===== src/rtl/csit_luks_pkg.sv =====
// Shared types and defaults for the tt_um_csit_luks SPI bus arbitration logic.
package csit_luks_pkg;

  typedef enum logic [1:0] {
    OWN_NONE  = 2'b00,
    OWN_FLASH = 2'b01,
    OWN_SENS  = 2'b10
  } owner_e;

  typedef enum logic [1:0] {
    ST_IDLE,
    ST_GNT_FLASH,
    ST_GNT_SENS,
    ST_GAP
  } arb_state_e;

  localparam int unsigned DEF_GAP_CYCLES     = 2;
  localparam int unsigned DEF_TIMEOUT_CYCLES = 1024;

  // Counter width able to hold n, never narrower than one bit.
  function automatic int unsigned cnt_width(input int unsigned n);
    return (n == 0) ? 1 : $clog2(n + 1);
  endfunction

endpackage


===== src/rtl/arb_cycle_timer.sv =====
// Loadable up/down cycle counter with a terminal-count flag against a supplied value.
module arb_cycle_timer #(
  parameter int unsigned WIDTH    = 1,
  parameter bit          COUNT_UP = 1'b1
) (
  input  logic             clk,
  input  logic             rst,
  input  logic             load,
  input  logic [WIDTH-1:0] load_val,
  input  logic             en,
  input  logic [WIDTH-1:0] tc_val,
  output logic             tc
);

  logic [WIDTH-1:0] count_q;
  logic [WIDTH-1:0] count_d;

  always_comb begin
    count_d = count_q;
    if (load) begin
      count_d = load_val;
    end else if (en) begin
      count_d = COUNT_UP ? (count_q + 1'b1) : (count_q - 1'b1);
    end
  end

  always_ff @(posedge clk) begin
    if (rst) begin
      count_q <= '0;
    end else begin
      count_q <= count_d;
    end
  end

  assign tc = (count_q == tc_val);

endmodule


===== src/rtl/spi_bus_arbiter.sv =====
// Round-robin owner of the shared SPI pins between the flash boot reader and the
// sensor reader, with a CS guard gap between owners and a grant watchdog.
module spi_bus_arbiter
  import csit_luks_pkg::*;
#(
  parameter int unsigned GAP_CYCLES     = DEF_GAP_CYCLES,
  parameter int unsigned TIMEOUT_CYCLES = DEF_TIMEOUT_CYCLES
) (
  input  logic       clk,
  input  logic       rst,
  input  logic       flash_req,
  output logic       flash_gnt,
  input  logic       flash_sclk,
  input  logic       flash_cs_n,
  input  logic       flash_mosi,
  input  logic       sens_req,
  output logic       sens_gnt,
  input  logic       sens_sclk,
  input  logic       sens_cs_n,
  output logic       spi_sclk,
  output logic       spi_mosi,
  output logic       flash_cs_o,
  output logic       sens_cs_o,
  output logic [1:0] owner,
  output logic       busy,
  output logic       timeout_err
);

  localparam int unsigned WD_W  = cnt_width(TIMEOUT_CYCLES);
  localparam int unsigned GAP_W = cnt_width(GAP_CYCLES);
  localparam bit WD_ON  = (TIMEOUT_CYCLES > 0);
  localparam bit GAP_ON = (GAP_CYCLES > 0);
  localparam logic [WD_W-1:0]  WD_TERM  = WD_ON  ? WD_W'(TIMEOUT_CYCLES - 1) : '0;
  localparam logic [GAP_W-1:0] GAP_LOAD = GAP_ON ? GAP_W'(GAP_CYCLES - 1)    : '0;
  localparam arb_state_e REL_STATE = GAP_ON ? ST_GAP : ST_IDLE;

  arb_state_e state_q, state_d;
  owner_e     owner_q, owner_d;
  owner_e     last_owner_q, last_owner_d;
  logic       flash_gnt_q, flash_gnt_d;
  logic       sens_gnt_q, sens_gnt_d;
  logic       busy_q, busy_d;
  logic       timeout_err_q, timeout_err_d;
  logic       lock_flash_q, lock_flash_d;
  logic       lock_sens_q, lock_sens_d;

  logic wd_load, wd_en, wd_tc;
  logic gap_load, gap_en, gap_tc;
  logic flash_elig, sens_elig;
  logic flash_rel, sens_rel;

  arb_cycle_timer #(
    .WIDTH    (WD_W),
    .COUNT_UP (1'b1)
  ) u_watchdog (
    .clk      (clk),
    .rst      (rst),
    .load     (wd_load),
    .load_val ('0),
    .en       (wd_en),
    .tc_val   (WD_TERM),
    .tc       (wd_tc)
  );

  arb_cycle_timer #(
    .WIDTH    (GAP_W),
    .COUNT_UP (1'b0)
  ) u_gap (
    .clk      (clk),
    .rst      (rst),
    .load     (gap_load),
    .load_val (GAP_LOAD),
    .en       (gap_en),
    .tc_val   ('0),
    .tc       (gap_tc)
  );

  assign flash_elig = flash_req && !lock_flash_q;
  assign sens_elig  = sens_req && !lock_sens_q;
  assign wd_en      = (state_q == ST_GNT_FLASH) || (state_q == ST_GNT_SENS);
  assign gap_en     = (state_q == ST_GAP);
  assign flash_rel  = !flash_req || (WD_ON && wd_tc);
  assign sens_rel   = !sens_req || (WD_ON && wd_tc);

  always_comb begin
    state_d       = state_q;
    last_owner_d  = last_owner_q;
    timeout_err_d = 1'b0;
    lock_flash_d  = flash_req ? lock_flash_q : 1'b0;
    lock_sens_d   = sens_req ? lock_sens_q : 1'b0;
    wd_load       = 1'b0;
    gap_load      = 1'b0;

    unique case (state_q)
      ST_IDLE: begin
        if (flash_elig && (!sens_elig || last_owner_q == OWN_SENS)) begin
          state_d      = ST_GNT_FLASH;
          last_owner_d = OWN_FLASH;
          wd_load      = 1'b1;
        end else if (sens_elig) begin
          state_d      = ST_GNT_SENS;
          last_owner_d = OWN_SENS;
          wd_load      = 1'b1;
        end
      end
      ST_GNT_FLASH: begin
        if (flash_rel) begin
          state_d  = REL_STATE;
          gap_load = GAP_ON;
          // A watchdog release only happens with req still high.
          if (flash_req) begin
            timeout_err_d = 1'b1;
            lock_flash_d  = 1'b1;
          end
        end
      end
      ST_GNT_SENS: begin
        if (sens_rel) begin
          state_d  = REL_STATE;
          gap_load = GAP_ON;
          if (sens_req) begin
            timeout_err_d = 1'b1;
            lock_sens_d   = 1'b1;
          end
        end
      end
      ST_GAP: begin
        if (gap_tc) begin
          state_d = ST_IDLE;
        end
      end
      default: state_d = ST_IDLE;
    endcase

    flash_gnt_d = (state_d == ST_GNT_FLASH);
    sens_gnt_d  = (state_d == ST_GNT_SENS);
    busy_d      = (state_d != ST_IDLE);
    owner_d     = flash_gnt_d ? OWN_FLASH : (sens_gnt_d ? OWN_SENS : OWN_NONE);
  end

  always_ff @(posedge clk) begin
    if (rst) begin
      state_q       <= ST_IDLE;
      owner_q       <= OWN_NONE;
      last_owner_q  <= OWN_SENS;
      flash_gnt_q   <= 1'b0;
      sens_gnt_q    <= 1'b0;
      busy_q        <= 1'b0;
      timeout_err_q <= 1'b0;
      lock_flash_q  <= 1'b0;
      lock_sens_q   <= 1'b0;
    end else begin
      state_q       <= state_d;
      owner_q       <= owner_d;
      last_owner_q  <= last_owner_d;
      flash_gnt_q   <= flash_gnt_d;
      sens_gnt_q    <= sens_gnt_d;
      busy_q        <= busy_d;
      timeout_err_q <= timeout_err_d;
      lock_flash_q  <= lock_flash_d;
      lock_sens_q   <= lock_sens_d;
    end
  end

  always_comb begin
    spi_sclk   = 1'b0;
    spi_mosi   = 1'b0;
    flash_cs_o = 1'b1;
    sens_cs_o  = 1'b1;
    unique case (owner_q)
      OWN_FLASH: begin
        spi_sclk   = flash_sclk;
        spi_mosi   = flash_mosi;
        flash_cs_o = flash_cs_n;
      end
      OWN_SENS: begin
        spi_sclk  = sens_sclk;
        sens_cs_o = sens_cs_n;
      end
      default: begin
        spi_sclk = 1'b0;
      end
    endcase
  end

  assign flash_gnt   = flash_gnt_q;
  assign sens_gnt    = sens_gnt_q;
  assign owner       = owner_q;
  assign busy        = busy_q;
  assign timeout_err = timeout_err_q;

endmodule


===== config.mk =====
export PLATFORM = sky130hd
export DESIGN_NAME = spi_bus_arbiter
export DESIGN_NICKNAME = d
export VERILOG_FILES = /design/src/rtl/csit_luks_pkg.sv /design/src/rtl/arb_cycle_timer.sv /design/src/rtl/spi_bus_arbiter.sv
export SDC_FILE = /design/constraint.sdc
export NUM_CORES = 1
export LEC_CHECK = 0
export ABC_AREA = 1
export BUFFER_PORTS_ARGS = -buffer_cell sky130_fd_sc_hd__buf_2
export CORE_MARGIN = 5
export CORE_UTILIZATION = 59
export CTS_BUF_LIST = sky130_fd_sc_hd__clkbuf_16
export CTS_CLUSTER_DIAMETER = 30
export DETAILED_ROUTE_END_ITERATION = 10
export MAX_ROUTING_LAYER = met4
export PLACE_DENSITY = 0.82
export SETUP_SLACK_MARGIN = 0.2
export SLEW_MARGIN = 10
export SYNTH_ARGS = -nofsm -noshare
export SYNTH_HDL_FRONTEND = slang
export SYNTH_SLANG_ARGS = --single-unit
export TNS_END_PERCENT = 50

===== constraint.sdc =====
create_clock -name clk -period 4.8 [get_ports clk]
set_clock_uncertainty 0.15 [all_clocks]
set_input_delay 1.44 -clock clk [delete_from_list [all_inputs] [get_ports clk]]
set_output_delay 1.44 -clock clk [all_outputs]
set_load 0.03 [all_outputs]

# Word level (Yosys, flattened, before mapping)
# Cells that the tools add are included.
word_totals:
  out_inout_bits: 10
  wordCells: 80
  regBits: 25
  in_bits: 9
classes:
  eq_ne: 9
  muxes: 35
  reduce_logical: 21
  addsub: 2
ops:
  columns: ["operator", "count"]
  rows:
  - ["$mux W1", 23]
  - ["$mux W2", 8]
  - ["$add A11 B1 Y11 const B", 1]
  - ["$eq A11 B10 Y1 const B", 1]
  - ["$eq A2 B2 Y1 const B", 5]
  - ["$pmux W2 S4", 1]
  - ["$eq A2 B1 Y1 const B", 3]
  - ["$pmux W1 S2", 3]
  - ["$reduce_bool A2 Y1", 3]
  - ["$reduce_or A2 Y1", 3]
  - ["$logic_not A1 Y1", 5]
  - ["$logic_not A2 Y1", 2]
  - ["$logic_or A1 B1 Y1", 4]
  - ["$logic_and A1 B1 Y1", 3]
  - ["$reduce_and A2 Y1", 1]
  - ["$sub A2 B1 Y2 const B", 1]

# Depth between registers and ports, before layout
logic_depth:
  depth_word: 10
  ltp_mapped: 10
  depth_no_buf: 10

# Hierarchy
# From an unflattened synthesis, not the netlist that was laid out.
hier_totals:
  hier_cells: 237
  hier_area_um2: 1596.5
by_module_without_submodules:
  columns: ["mod", "area_each_um2", "seq_area_each_um2", "cells_each", "n_inst"]
  rows:
  - ["arb_cycle_timer at u_watchdog", 799.5, 220.2, 118, 1]
  - ["spi_bus_arbiter", 669.4, 220.2, 99, 1]
  - ["arb_cycle_timer at u_gap", 127.6, 40.0, 20, 1]

# Worst setup path before layout
# Ideal clock, no wire load.
synth_path:
  path_type: "input to output"
  startpoint: "in sens_sclk"
  endpoint: "out spi_sclk"
  path_slack_ps: 1226
  t_required_ps: 3210
  arrival_ps: 1984
  path_buffers: 0
  stages: 2
  cell_sequence: "nand2_1 -> a21oi_1"
synth_via:
  elab_chain_cells: 1
synth_rtl:
  columns: ["item", "line", "text"]
  rows:
  - ["start: declaration", "spi_bus_arbiter.sv:18", "input logic sens_sclk,"]
  - ["$pmux W1 S2", "spi_bus_arbiter.sv:170", "unique case (owner_q)"]
  - ["end: declaration", "spi_bus_arbiter.sv:20", "output logic spi_sclk,"]
# No other way between the ends.

# Worst setup path after layout
# Same ends and word-level chain as after synthesis.

==> impl_results.html <==
<table>
<tr><th>Metric</th><th>Value</th></tr>
<tr><th colspan="2">Status</th></tr>
<tr><td>Outcome</td><td>finished clean</td></tr>
<tr><th colspan="2">Global route</th></tr>
<tr><td>Vias in the first global route</td><td>1067</td></tr>
<tr><td>Antenna violations before repair</td><td>0</td></tr>
<tr><td>Global Route Usage Sum</td><td>0.1619</td></tr>
<tr><td>Residual overflow from global routing</td><td>0</td></tr>
<tr><td>Global-route wire length before repair</td><td>4.174 mm</td></tr>
<tr><td>Maximum number of pins on one net before global-route repair</td><td>15</td></tr>
<tr><th colspan="2">Power and ir drop</th></tr>
<tr><td>Net Sw Power</td><td>0.3043 mW</td></tr>
<tr><td>Power after layout</td><td>0.8179 mW</td></tr>
<tr><td>Sw Share</td><td>0.3720</td></tr>
<tr><td>Cell-internal power</td><td>0.5137 mW</td></tr>
<tr><td>Power density over the cells</td><td>538.0 nW/um^2</td></tr>
<tr><td>Share of power burned in registers</td><td>0.320</td></tr>
<tr><td>Portion of total power attributed to the clock network</td><td>0.283</td></tr>
<tr><td>Part of the total power dissipated in combinational logic</td><td>0.397</td></tr>
<tr><td>Leak pwr</td><td>0.6943 nW</td></tr>
<tr><td>Maximum ir drop on the vdd rail</td><td>320.2 uV</td></tr>
<tr><th colspan="2">STA</th></tr>
<tr><td>Final critical-path required period</td><td>3.491 ns</td></tr>
<tr><td>Setup repair after global routing missed its margin</td><td>no</td></tr>
<tr><td>Maximum clock frequency</td><td>286.4 MHz</td></tr>
<tr><td>Final Hold Vio Count</td><td>0</td></tr>
<tr><td>Total negative slack for setup checks</td><td>0 ns</td></tr>
<tr><td>Worst slew margin relative to its limit</td><td>0.8222</td></tr>
<tr><td>Count of final setup violators</td><td>0</td></tr>
<tr><td>Share of the clock period used by the worst path after layout</td><td>0.7274</td></tr>
<tr><td>Transition time of the tightest slew-check pin</td><td>0.2655 ns</td></tr>
<tr><td>Final Max Tran Viols</td><td>0</td></tr>
<tr><th colspan="2">Clock network</th></tr>
<tr><td>Post CTS Setup Buffer Count</td><td>0</td></tr>
<tr><td>Insertion delay to the later sink of the worst-skew pair</td><td>0.25 ns</td></tr>
<tr><td>Clock Sink Count</td><td>24</td></tr>
<tr><td>Hold buffer count at cts</td><td>0</td></tr>
<tr><td>H-tree level count</td><td>1</td></tr>
<tr><td>Clock tree root driver cell</td><td>clkbuf_16</td></tr>
<tr><td>CTS clk-pin slew, worst paths</td><td>0.06 ns</td></tr>
<tr><td>PostCTS Resize Cnt</td><td>0</td></tr>
<tr><td>Number of clock buffers inserted by TritonCTS</td><td>3</td></tr>
<tr><td>Buffer depth of the longest clock path</td><td>2</td></tr>
<tr><td>Clock tree from TritonCTS</td><td>built</td></tr>
<tr><th colspan="2">Setup path</th></tr>
<tr><td>Combined buffer and inverter count along the critical path</td><td>2</td></tr>
<tr><td>WP data arrival</td><td>1.90 ns</td></tr>
<tr><td>Required time worst endpoint</td><td>3.21 ns</td></tr>
<tr><td>Cell occurring most often along the worst timing path</td><td>buf_2</td></tr>
<tr><td>Critical path endpoint category</td><td>primary output</td></tr>
<tr><td>Crit Path Category</td><td>in -&gt; out</td></tr>
<tr><td>CP Launch Point</td><td>sens_sclk</td></tr>
<tr><td>Startpoint types</td><td>primary input</td></tr>
<tr><td>Critical path, cell by cell</td><td>buf_2 -&gt; nand2_1 -&gt; a21oi_1 -&gt; buf_2</td></tr>
<tr><td>Maximum fanout encountered on the critical timing path</td><td>1</td></tr>
<tr><td>Largest stage delay on the critical path</td><td>0.21 ns</td></tr>
<tr><td>Slowest-stage cell, CP</td><td>buf_2</td></tr>
<tr><td>Kind of cell with the highest combined delay on the critical path</td><td>buffers and inverters</td></tr>
<tr><td>Worst reg2reg path startpoint</td><td>state_q[1]</td></tr>
<tr><th colspan="2">Synthesis</th></tr>
<tr><td>Adder and majority cell fraction of the synthesized area</td><td>0.08679</td></tr>
<tr><td>Flip-flop and latch count after synthesis</td><td>24</td></tr>
<tr><td>Part of the Yosys area used for sequential elements</td><td>0.3703</td></tr>
<tr><td>Number of nets produced by synthesis</td><td>191</td></tr>
<tr><td>Post-synthesis share of cell area spent on xor and xnor gates</td><td>0.02025</td></tr>
<tr><td>Top cells by area, synth</td><td>dfxtp_1 37%, nand2_1 13%, ha_1 8.7%</td></tr>
<tr><td>Mapped cell area</td><td>1297 sq um</td></tr>
<tr><td>Multiplexer share of the synthesized area</td><td>0</td></tr>
<tr><td>Library cell occupying the most area in the post-synthesis netlist</td><td>dfxtp_1</td></tr>
<tr><td>Simple logic cell fraction of the synthesized area</td><td>0.3404</td></tr>
<tr><td>Synthesized-area fraction occupied by ao, oa, aoi and oai cells</td><td>0.09836</td></tr>
<tr><td>Mean area per synthesized cell</td><td>7.500 sq um</td></tr>
<tr><td>Proportion of netlist area held by the largest area contributor</td><td>0.3703</td></tr>
<tr><td>Combinational family with the most area after synthesis</td><td>simple AND/OR/NAND/NOR gates</td></tr>
<tr><td>Synth cell types</td><td>28</td></tr>
<tr><td>Number of standard cells after synthesis</td><td>173</td></tr>
<tr><td>Yosys synthesis warning count</td><td>0</td></tr>
<tr><th colspan="2">Cells and area</th></tr>
<tr><td>Cell area after layout</td><td>1520 sq um</td></tr>
<tr><td>Count of placed standard cells in the final layout, fillers left out</td><td>222</td></tr>
<tr><td>Diode insertion count for antenna repair</td><td>0</td></tr>
<tr><td>Number of fill cells in the layout</td><td>178</td></tr>
<tr><td>Area growth from synthesis to layout</td><td>17.17%</td></tr>
<tr><td>Net count reported at finish</td><td>213</td></tr>
<tr><td>Fraction of layout instances using a drive strength above 1</td><td>0.2268</td></tr>
<tr><td>Final core area utilization</td><td>0.7076</td></tr>
<tr><th colspan="2">Floorplan</th></tr>
<tr><td>Horiz. Die Dim</td><td>56.90 um</td></tr>
<tr><td># rows</td><td>17</td></tr>
<tr><td>Area enclosed by the die boundary</td><td>3237 sq um</td></tr>
<tr><td>Overall die height</td><td>56.90 um</td></tr>
<tr><td>Area of the core</td><td>2148 sq um</td></tr>
<tr><td>Number of top-level design ports</td><td>19</td></tr>
<tr><td>Initial cell density of the core</td><td>0.6040</td></tr>
<tr><th colspan="2">Placement</th></tr>
<tr><td>Cell count after placement</td><td>218</td></tr>
<tr><td>Quantity of I/O buffers inserted on ports</td><td>18</td></tr>
<tr><td>Cell area after placement</td><td>1415 sq um</td></tr>
<tr><td>Detailed placer's ending HPWL</td><td>1.851 mm</td></tr>
<tr><td>Final estimated routing congestion in global placement</td><td>0.8217</td></tr>
<tr><th colspan="2">Drt</th></tr>
<tr><td>Number of vias after detailed routing</td><td>1106</td></tr>
<tr><td>DRC violations left</td><td>0</td></tr>
<tr><td>Number of antenna-violating nets in the routed design</td><td>0</td></tr>
<tr><td>Drt first pass iters</td><td>4</td></tr>
<tr><td>Wire length after detailed routing</td><td>2.319 mm</td></tr>
<tr><td>Post-detailed-route wirelength per cell</td><td>10.45 um</td></tr>
<tr><td>Number of violations reported at the end of detailed-routing iteration 0</td><td>15</td></tr>
<tr><td>Via-to-Cell Ratio</td><td>4.982</td></tr>
<tr><th colspan="2">Worst hold path</th></tr>
<tr><td>Class of the worst hold path</td><td>reg -&gt; reg</td></tr>
<tr><td>Hold Startpoint</td><td>last_owner_q[1]</td></tr>
<tr><th colspan="2">Job</th></tr>
<tr><td>Number of maximum-capacitance violations</td><td>0</td></tr>
</table>
## registers in the layout, indices dropped and copies added, names as in the netlist
register            cells
sens_gnt                1
u_gap.count_q           2
timeout_err             1
owner                   2
busy                    1
lock_sens_q             1
state_q                 2
lock_flash_q            1
u_watchdog.count_q     11
last_owner_q            2
## worst reg2reg max path, delay by kind of cell (launching register included)
kind | cells | cell delay (ns)
fa+ha+maj | 1 | 0.42
buf+inv | 1 | 0.12
simple gates | 5 | 0.70
flops | 1 | 0.37
## cell type report
class	instances	area [sq um]	share of cell area
inverter	27	101.3	0.06667
clock buffer	3	75.07	0.04938
multi-input combinational	121	708.2	0.4658
clock inverter	1	30.03	0.01975
sequential	24	480.5	0.3160
timing repair buffer	18	90.09	0.05926
tap	28	35.03	0.02305
## path summary, 6_finish.rpt
check                                             end  slack (ns)  cells after the start
worst max-delay path                         spi_sclk        1.31                      4
worst min-delay path                  last_owner_q[1]        0.30                      2
worst max register to register  u_watchdog.count_q[8]        2.94                      7
worst min register to register        last_owner_q[1]        0.30                      2
## cell families after synthesis
kind of cell | after synthesis
and+or+nand+nor | 88
buffers and inverters | 28
DFF | 24
AOI/OAI and AO/OA | 21
adders and majority gates | 9
xor gates and xnor gates | 3
## through the flow
step / hold WS (ns) / worst slack [ns]
detailed placement: 0.2924 / 1.307
floorplan: 0.2769 / 1.226
global placement: 0.2879 / 1.332
global route: 0.3289 / 1.281
CTS: 0.3039 / 1.306
finish: 0.2992 / 1.309
## layer usage
metal,vias up,GRT usage,part of all wire
met2,10,0.3002,0.52
met1,512,0.1739,0.45
li1,582,-,-
met5,-,-,0
met4,0,0.03974,0.0043
met3,2,0.03218,0.029
## power groups by stage
stage          Combinational (mW)  Clock, mW  Sequential (mW)
6_report                    0.325      0.232            0.261
2_1_floorplan               0.231          0            0.293
5_1_grt                     0.368      0.246            0.269
3_5_place_dp                0.326          0            0.267
3_3_place_gp                0.314          0            0.265
4_1_cts                     0.329      0.237            0.263
## placed cells by master, fill, tap and decap left out
cell type,count
o21ai_0,4
inv_1,26
clkbuf_16,3
nand3_4,1
nor3b_2,1
o21bai_1,1
nand3_2,4
o211ai_1,1
nor2_4,3
xor2_1,1
o21a_1,1
nand4_1,1
dfxtp_1,24
nor2_1,16
a21oi_1,9
a21boi_0,1
buf_2,18
or2_2,2
a21oi_2,3
nor3_1,2
ha_1,9
nand2_2,6
xnor2_1,2
nand3_1,5
inv_2,1
nor3b_1,1
bufinv_16,1
nand2_1,45
nor3_2,1
a31oi_1,1
## Yosys cell counts
library cell   n
a31oi_1        1
a21oi_1        9
nor3_2         1
o211ai_1       1
nor2_1        16
or2_2          2
nand3_2        4
nand3_4        1
nand4_1        1
xnor2_1        2
o21bai_1       1
nand2_2        6
nand2_1       45
a21oi_2        3
o21a_1         1
inv_1         26
inv_2          1
nor2_4         3
a21boi_0       1
o21ai_0        4
nand3_1        5
ha_1           9
nor3b_2        1
nor3_1         2
dfxtp_1       24
xor2_1         1
buf_4          1
nor3b_1        1
Note: power is estimated with default switching activity, not from simulation.
